### src/rtl/apb_bridge_pkg.sv
// Shared types and response codes for the AXI4-Lite to APB bridge.
// The transactor and the APB master sequencer both import this package.
package apb_bridge_pkg;

  typedef enum logic [1:0] {
    IDLE   = 2'd0,
    SETUP  = 2'd1,
    ACCESS = 2'd2,
    RESP   = 2'd3
  } apb_state_e;

  localparam logic [1:0] RESP_OKAY   = 2'b00;
  localparam logic [1:0] RESP_SLVERR = 2'b10;
  localparam logic [1:0] RESP_DECERR = 2'b11;

  // Completion code for a transfer that ended with pready.
  function automatic logic [1:0] apb_resp(input logic slverr);
    return slverr ? RESP_SLVERR : RESP_OKAY;
  endfunction

endpackage

### src/rtl/apb_req_arbiter.sv
// Two-requester round-robin grant between the write and read request channels.
// The grant is combinational; the fairness bit flips only on a contested grant.
module apb_req_arbiter
  import apb_bridge_pkg::*;
(
  input  logic clk,
  input  logic rst,
  input  logic enable,
  input  logic wr_valid,
  input  logic rd_valid,
  output logic gnt_wr,
  output logic gnt_rd
);

  logic prio_rd;

  always_comb begin
    gnt_wr = 1'b0;
    gnt_rd = 1'b0;
    if (enable) begin
      if (wr_valid && rd_valid) begin
        gnt_wr = ~prio_rd;
        gnt_rd = prio_rd;
      end else begin
        gnt_wr = wr_valid;
        gnt_rd = rd_valid;
      end
    end
  end

  always_ff @(posedge clk) begin
    if (!rst) begin
      prio_rd <= 1'b0;
    end else if (enable && wr_valid && rd_valid) begin
      prio_rd <= ~prio_rd;
    end
  end

endmodule

### src/rtl/apb_master_sequencer.sv
// APB4 master: takes one granted write or read request, runs SETUP/ACCESS with
// a bounded wait for pready, and returns the completion on a valid/ready channel.
module apb_master_sequencer
  import apb_bridge_pkg::*;
#(
  parameter int dataWidth = 32,
  parameter int addrWidth = 32,
  parameter int TIMEOUT   = 16
) (
  input  logic                   clk,
  input  logic                   rst,
  input  logic                   wr_valid,
  output logic                   wr_ready,
  input  logic [addrWidth-1:0]   wr_addr,
  input  logic [2:0]             wr_prot,
  input  logic [dataWidth-1:0]   wr_data,
  input  logic [dataWidth/8-1:0] wr_strb,
  input  logic                   rd_valid,
  output logic                   rd_ready,
  input  logic [addrWidth-1:0]   rd_addr,
  input  logic [2:0]             rd_prot,
  output logic                   b_valid,
  input  logic                   b_ready,
  output logic [1:0]             b_resp,
  output logic                   r_valid,
  input  logic                   r_ready,
  output logic [dataWidth-1:0]   r_data,
  output logic [1:0]             r_resp,
  output logic                   psel,
  output logic                   penable,
  output logic                   pwrite,
  output logic [addrWidth-1:0]   paddr,
  output logic [2:0]             pprot,
  output logic [dataWidth-1:0]   pwdata,
  output logic [dataWidth/8-1:0] pstrb,
  input  logic [dataWidth-1:0]   prdata,
  input  logic                   pready,
  input  logic                   pslverr
);

  localparam int CntWidth = $clog2(TIMEOUT + 1);
  localparam logic [CntWidth-1:0] TimeoutCnt = CntWidth'(TIMEOUT);

  apb_state_e          state;
  logic [CntWidth-1:0] timer;
  logic                arb_enable;
  logic                gnt_wr;
  logic                gnt_rd;

  // Gated by rst so the ready outputs are also 0 while reset is held.
  assign arb_enable = (state == IDLE) && rst;
  assign wr_ready   = gnt_wr;
  assign rd_ready   = gnt_rd;

  apb_req_arbiter u_arbiter (
    .clk      (clk),
    .rst      (rst),
    .enable   (arb_enable),
    .wr_valid (wr_valid),
    .rd_valid (rd_valid),
    .gnt_wr   (gnt_wr),
    .gnt_rd   (gnt_rd)
  );

  always_ff @(posedge clk) begin
    if (!rst) begin
      state   <= IDLE;
      timer   <= '0;
      psel    <= 1'b0;
      penable <= 1'b0;
      pwrite  <= 1'b0;
      paddr   <= '0;
      pprot   <= '0;
      pwdata  <= '0;
      pstrb   <= '0;
      b_valid <= 1'b0;
      b_resp  <= '0;
      r_valid <= 1'b0;
      r_data  <= '0;
      r_resp  <= '0;
    end else begin
      case (state)
        IDLE: begin
          if (gnt_wr) begin
            pwrite <= 1'b1;
            paddr  <= wr_addr;
            pprot  <= wr_prot;
            pwdata <= wr_data;
            pstrb  <= wr_strb;
            psel   <= 1'b1;
            state  <= SETUP;
          end else if (gnt_rd) begin
            pwrite <= 1'b0;
            paddr  <= rd_addr;
            pprot  <= rd_prot;
            pwdata <= '0;
            pstrb  <= '0;
            psel   <= 1'b1;
            state  <= SETUP;
          end
        end

        SETUP: begin
          penable <= 1'b1;
          timer   <= CntWidth'(1);
          state   <= ACCESS;
        end

        // pslverr only means something alongside pready; a silent slave is
        // cut off after TIMEOUT access cycles and reported as DECERR.
        ACCESS: begin
          if (pready) begin
            psel    <= 1'b0;
            penable <= 1'b0;
            state   <= RESP;
            if (pwrite) begin
              b_valid <= 1'b1;
              b_resp  <= apb_resp(pslverr);
            end else begin
              r_valid <= 1'b1;
              r_resp  <= apb_resp(pslverr);
              r_data  <= prdata;
            end
          end else if (timer == TimeoutCnt) begin
            psel    <= 1'b0;
            penable <= 1'b0;
            state   <= RESP;
            if (pwrite) begin
              b_valid <= 1'b1;
              b_resp  <= RESP_DECERR;
            end else begin
              r_valid <= 1'b1;
              r_resp  <= RESP_DECERR;
              r_data  <= '0;
            end
          end else begin
            timer <= timer + CntWidth'(1);
          end
        end

        RESP: begin
          if (b_valid && b_ready) begin
            b_valid <= 1'b0;
            state   <= IDLE;
          end
          if (r_valid && r_ready) begin
            r_valid <= 1'b0;
            state   <= IDLE;
          end
        end

        default: state <= IDLE;
      endcase
    end
  end

endmodule

### config.mk
export PLATFORM = sky130hd
export DESIGN_NAME = apb_master_sequencer
export DESIGN_NICKNAME = d
export VERILOG_FILES = /design/src/rtl/apb_bridge_pkg.sv /design/src/rtl/apb_req_arbiter.sv /design/src/rtl/apb_master_sequencer.sv
export SDC_FILE = /design/constraint.sdc
export NUM_CORES = 1
export LEC_CHECK = 0
export CORE_ASPECT_RATIO = 1.1
export CORE_UTILIZATION = 39
export DETAILED_ROUTE_END_ITERATION = 8
export PLACE_DENSITY = 0.81
export RECOVER_POWER = 100
export REMOVE_ABC_BUFFERS = 1
export SETUP_SLACK_MARGIN = 0.05
export SLEW_MARGIN = 10
export SYNTH_ARGS = -nofsm -noshare
export SYNTH_HDL_FRONTEND = slang
export SYNTH_SLANG_ARGS = --single-unit
export TNS_END_PERCENT = 1
### constraint.sdc
create_clock -name clk -period 2.16 [get_ports clk]
set_clock_uncertainty 0.05 [all_clocks]
set_input_delay 0.216 -clock clk [delete_from_list [all_inputs] [get_ports clk]]
set_output_delay 0.216 -clock clk [all_outputs]
set_load 0.02 [all_outputs]
* Yosys cells after proc, flatten, opt, wreduce, memory -nomap -nowiden *
Cells that the tools add are included.

word-level totals
  flip-flop bits (word level) = 120
  input port bits = 146
  output and inout port bits = 114
  word-level logic and storage cells = 106

operators by class
  add/subtract/negate cells = 1
  equal/unequal tests = 15
  multiplexer cells = 53
  bitwise operators = 1
  reduce and logical (&&, ||, !) cells = 21

operators with widths
  operator                                                                number
  32-bit 2-to-1 mux                                                       8
  2-bit 2-to-1 mux                                                        15
  1-bit 2-to-1 mux                                                        18
  2-bit inequality test (second input constant)                           8
  3-bit AND reduction                                                     5
  5-bit 2-to-1 mux                                                        2
  5-bit one-hot mux with 2 select lines                                   1
  2-bit nonzero test                                                      5
  3-bit inequality test (second input constant)                           3
  4-bit 2-to-1 mux                                                        2
  1-bit one-hot mux with 2 select lines                                   4
  2-bit one-hot mux with 4 select lines                                   1
  4-bit AND reduction                                                     2
  1-bit logical AND                                                       6
  3-bit 2-to-1 mux                                                        2
  5-bit by 1-bit adder with 5-bit output (second input constant)          1
  5-bit equality test (second input constant)                             1
  2-bit equality test (second input constant)                             2
  2-bit AND reduction                                                     2
  2-bit by 1-bit equality test with 1-bit output (second input constant)  1
  2-bit zero test                                                         1
  1-bit NOT                                                               1

* Logic depth before layout (Yosys ltp) *
  depth in word-level cells = 6
  mapped depth = 8
  depth with buffers taken out = 6

* Modules after synthesis *
From an unflattened synthesis, not the netlist that was laid out.

unflattened totals
  cell total of the unflattened synthesis = 571
  area, all modules = 4,936.0 um^2

modules (own cells, without submodules)
  module                instances  cells each  area an instance (um^2)  sequential area each (um^2)
  apb_master_sequencer  1          561         4,869.7                  2,382.3
  apb_req_arbiter       1          10          66.3                     20.0

* Worst setup path before layout *
Ideal clock, no wire load.

  kind = reg-to-reg
  start = register timer[0]
  end = register timer[2]
  setup time = 71 ps
  data arrival time = 1,814 ps
  required time = 2,039 ps
  path slack = 225 ps
  stages on the path, launching flop included = 8
  path buffers = 1
  clock period less this slack = 1,935 ps
  cells stage by stage = dfxtp_1 inv_1 ha_1 and4bb_4 or3b_1 buf_2 or4b_1 a21oi_1

on the way
  longest elaborated chain between the ends = 4
  elaborated cells between the ends (all ways) = 7
  classes of those cells = add/sub: 1; eq/ne: 2; mux: 3; reduce/logical: 1

RTL lines
  item                                    line                         text
  start: declaration                      apb_master_sequencer.sv:45   logic [CntWidth-1:0] timer;
  start signal: assignment                apb_master_sequencer.sv:105  timer <= CntWidth'(1);
  start signal: assignment                apb_master_sequencer.sv:137  timer <= timer + CntWidth'(1);
  5-bit by 1-bit adder with 5-bit output  apb_master_sequencer.sv:137
  5-bit 2-to-1 mux                        apb_master_sequencer.sv:124  end else if (timer == TimeoutCnt) begin
  5-bit 2-to-1 mux                        apb_master_sequencer.sv:112  if (pready) begin
  5-bit one-hot mux with 2 select lines   apb_master_sequencer.sv:82   case (state)

Several ways; a longest one is shown, not always the timed one. The select of a mux whose other input is x is not followed.
A chain may end at the register's enable or synchronous reset.

* Worst setup path in the final report *
  start = register state[1]
  end = register timer[3]

on the way
  longest elaborated chain between the ends = 3
  elaborated cells between the ends (all ways) = 7
  classes of those cells = eq/ne: 4; mux: 1; reduce/logical: 2

RTL lines
  item                                                                                          line                        text
  start: declaration                                                                            apb_master_sequencer.sv:44  apb_state_e state;
  start signal: assignment                                                                      apb_master_sequencer.sv:67  state <= IDLE;
  start signal: assignment                                                                      apb_master_sequencer.sv:91  state <= SETUP;
  start signal: assignment                                                                      apb_master_sequencer.sv:99  state <= SETUP;
  2-bit equality test / 2-bit by 1-bit equality test with 1-bit output (equally long branches)  apb_master_sequencer.sv:82
  2-bit inequality test (no line) / 2-bit nonzero test (equally long branches)                  --
  3-bit AND reduction (no line)                                                                 --

Several ways; a longest one is shown, not always the timed one.

==> run metrics <==
Ys Warns=0; CTS tree=yes; slew of the pin with the lowest slew margin=0.6658 ns; PD cells=977.7 nW/um2; remaining global-route overflow=0; post-synthesis register bit count=120; Slew HR=0.5446; startpoint types=flip-flop; DRT iter0 DRCs=325; clock sink total=120; Routed Antenna Nets=0; chip width=about 110 um; status=completed; Diodes inserted=0; initial antenna violation count=0; Root Buffer=clkbuf_16; Rows=41; worst vdd ir=roughly 700 uV; Pwr Total=approximately 7.8 mW; DRC=0; placed inst area=7396 um2; routed vias/inst=about 5.3; CTS H-tree lvls=4; WL/cell=16.25 um; PortBufs=between 200 and 300; sequential fraction of the synthesis area=0.5142; total CTS buffers=17; vias in the first global route=5099; clock period minus worst slack=2.021 ns; placed cell count=approximately 930; max cap viols=0; GRT Util Overall=0.2516; Worst-path clk slew=roughly 0.060 ns; final setup vio count=0; layout cell share with drive strength beyond 1=0.05774; Final GP Congestion=0.7945; count of cell types in the netlist=32; Post-Syn Area=between 4000 and 5000 um2; core area=11590 um2; clk buf depth=2; Mean Syn Cell Area=8.284 um2; Worst-Skew Late Latency=around 0.4 ns; WHS=approximately 0.18 ns; final instance area=about 8000 um2; total I/O pin count=260; routed wire length=15.66 mm; critical path data arrival time=about 2.3 ns; Initial DRT Pass Iterations=8; fin. max-slew vios=0; Setup crit end kind=flip-flop; leakage=3.262 nW; Fin. Hold Viols=0; Peak Freq=0.4948 GHz; Setup CP Type=reg2reg; Post-CTS Setup Bufs=0; Hold Crit Class=in2reg; Final #Nets=between 900 and 1000; RSZ-0062 raised after global routing=false; fillers=913; largest net degree at the start of global routing=95; starting density of the core=0.4030; Layout area overhead=70.51%; die height=116.8 um; Die ar.=12420 um2; Max Fanout on Critical Path=9; setup_tns=0 ns; HPWL Detailed=10.99 mm; Syn Inst Count=564; first-pass GRT wire length=~24 mm; routed via count=a little over 5000; Finished Layout Cells=964; Final period util=0.9357; Worst Path Required=2.40 ns
metal layers:
metal  GRT usage  wire (um)
met2      0.4407       7943
met5           0          0
met4      0.1204        450
met3     0.08970       1380
met1      0.2724       5889
cells by family (layout without fill, tap and decap cells):
group | Yosys count | count (layout) | synth area share
simple gates | 202 | 202 | 0.1885
compound gates | 167 | 167 | 0.2201
flops | 120 | 120 | 0.5142
buf+inv | 65 | 315 | 0.05329
fa+ha+maj | 6 | 6 | 0.01607
xor+xnor | 3 | 3 | 0.005625
mux | 1 | 1 | 0.002143
power by group:
part           internal, mW  switching [mW]  total (mW)
Clock                  1.87           0.988        2.86
Sequential             2.51           0.155        2.67
Combinational         0.974            1.29        2.26
cells in the final DEF (no fill, tap or decap), drive strengths merged, types with 2 or more instances in the layout:
cell / n
clkdlybuf4s50: 144
dfxtp: 120
dlygate4sd3: 112
nand2: 81
o21ai: 73
nand3: 71
nor2: 43
a22oi: 38
a31oi: 37
clkbuf: 24
buf: 11
inv: 10
clkinv: 8
ha: 6
a21oi: 4
o211ai: 4
xnor2: 3
clkinvlp: 3
bufinv: 3
and2: 2
o221a: 2
o31ai: 2
o21a: 2
critical path: stages, from the launching register on:
cell,delay (ns)
dfxtp_1,0.40
inv_1,0.08
ha_2,0.41
nand2_1,0.09
a2111oi_0,0.63
xnor2_1,0.19
nor2_1,0.06
registers in the layout (all words and copies together), names as in the netlist, 2 cells and up:
signal and count:
r_resp 2, b_resp 2, r_data 32, pprot 3, state 2, pwdata 32
pstrb 4, timer 5, paddr 32
through the flow:
step / util / setup slack (ns)
6_report: 0.6871 / 0.1390
5_1_grt: 0.6871 / 0.06245
4_1_cts: 0.6904 / 0.1021
3_5_place_dp: 0.6379 / 0.1280
3_3_place_gp: 0.6379 / 0.1707
2_1_floorplan: - / -1.306
synthesized netlist by cell type (all sizes together):
| library cell | instances | area share |
|---|---|---|
| o21ai | 73 | 0.078 |
| o21a | 2 | 0.0032 |
| a221oi | 1 | 0.0019 |
| nor2 | 43 | 0.035 |
| clkbuf | 39 | 0.031 |
| o221a | 2 | 0.0048 |
| and4bb | 1 | 0.0035 |
| inv | 11 | 0.0088 |
| o32ai | 1 | 0.0019 |
| clkinv | 1 | 0.00080 |
| or3b | 1 | 0.0019 |
| dfxtp | 120 | 0.51 |
| a2111oi | 1 | 0.0019 |
| o211ai | 4 | 0.0064 |
| xnor2 | 3 | 0.0056 |
| o211a | 1 | 0.0021 |
| nand4 | 1 | 0.0013 |
| nand3 | 71 | 0.076 |
| nand2 | 81 | 0.065 |
| ha | 6 | 0.016 |
| a211oi | 1 | 0.0016 |
| buf | 14 | 0.012 |
| and2 | 2 | 0.0027 |
| a31oi | 37 | 0.050 |
| o31ai | 2 | 0.0032 |
| or4b | 1 | 0.0021 |
| a21oi | 4 | 0.0043 |
| a22oi | 38 | 0.061 |
| nand2b | 1 | 0.0013 |
| mux2i | 1 | 0.0021 |
final timing paths:
check,start,end,slack (ns),cells past startpoint
setup / recovery,state[1],timer[3],0.14,6
hold / removal,rst,paddr[2],0.18,3
setup reg to reg,state[1],timer[3],0.14,6
hold reg to reg,penable,penable,0.40,2
cell type report:
cell class,count,area [um2],area share
clock buffer,20,456.7,0.05733
clock inverter,12,150.1,0.01885
inverter,12,45.04,0.005654
multi-input combinational,379,2023,0.2540
sequential,120,2402,0.3016
tap,150,187.7,0.02356
timing repair buffer,271,2701,0.3391
timing repair:
| action | 4_1_cts | 5_1_grt |
|---|---|---|
| resized for setup | 2 | 2 |
| pin swaps | 0 | 0 |
| hold buffers | 0 | 0 |
| setup endpoints to repair | 1 | 1 |
Power figures use the tool's default switching activity.
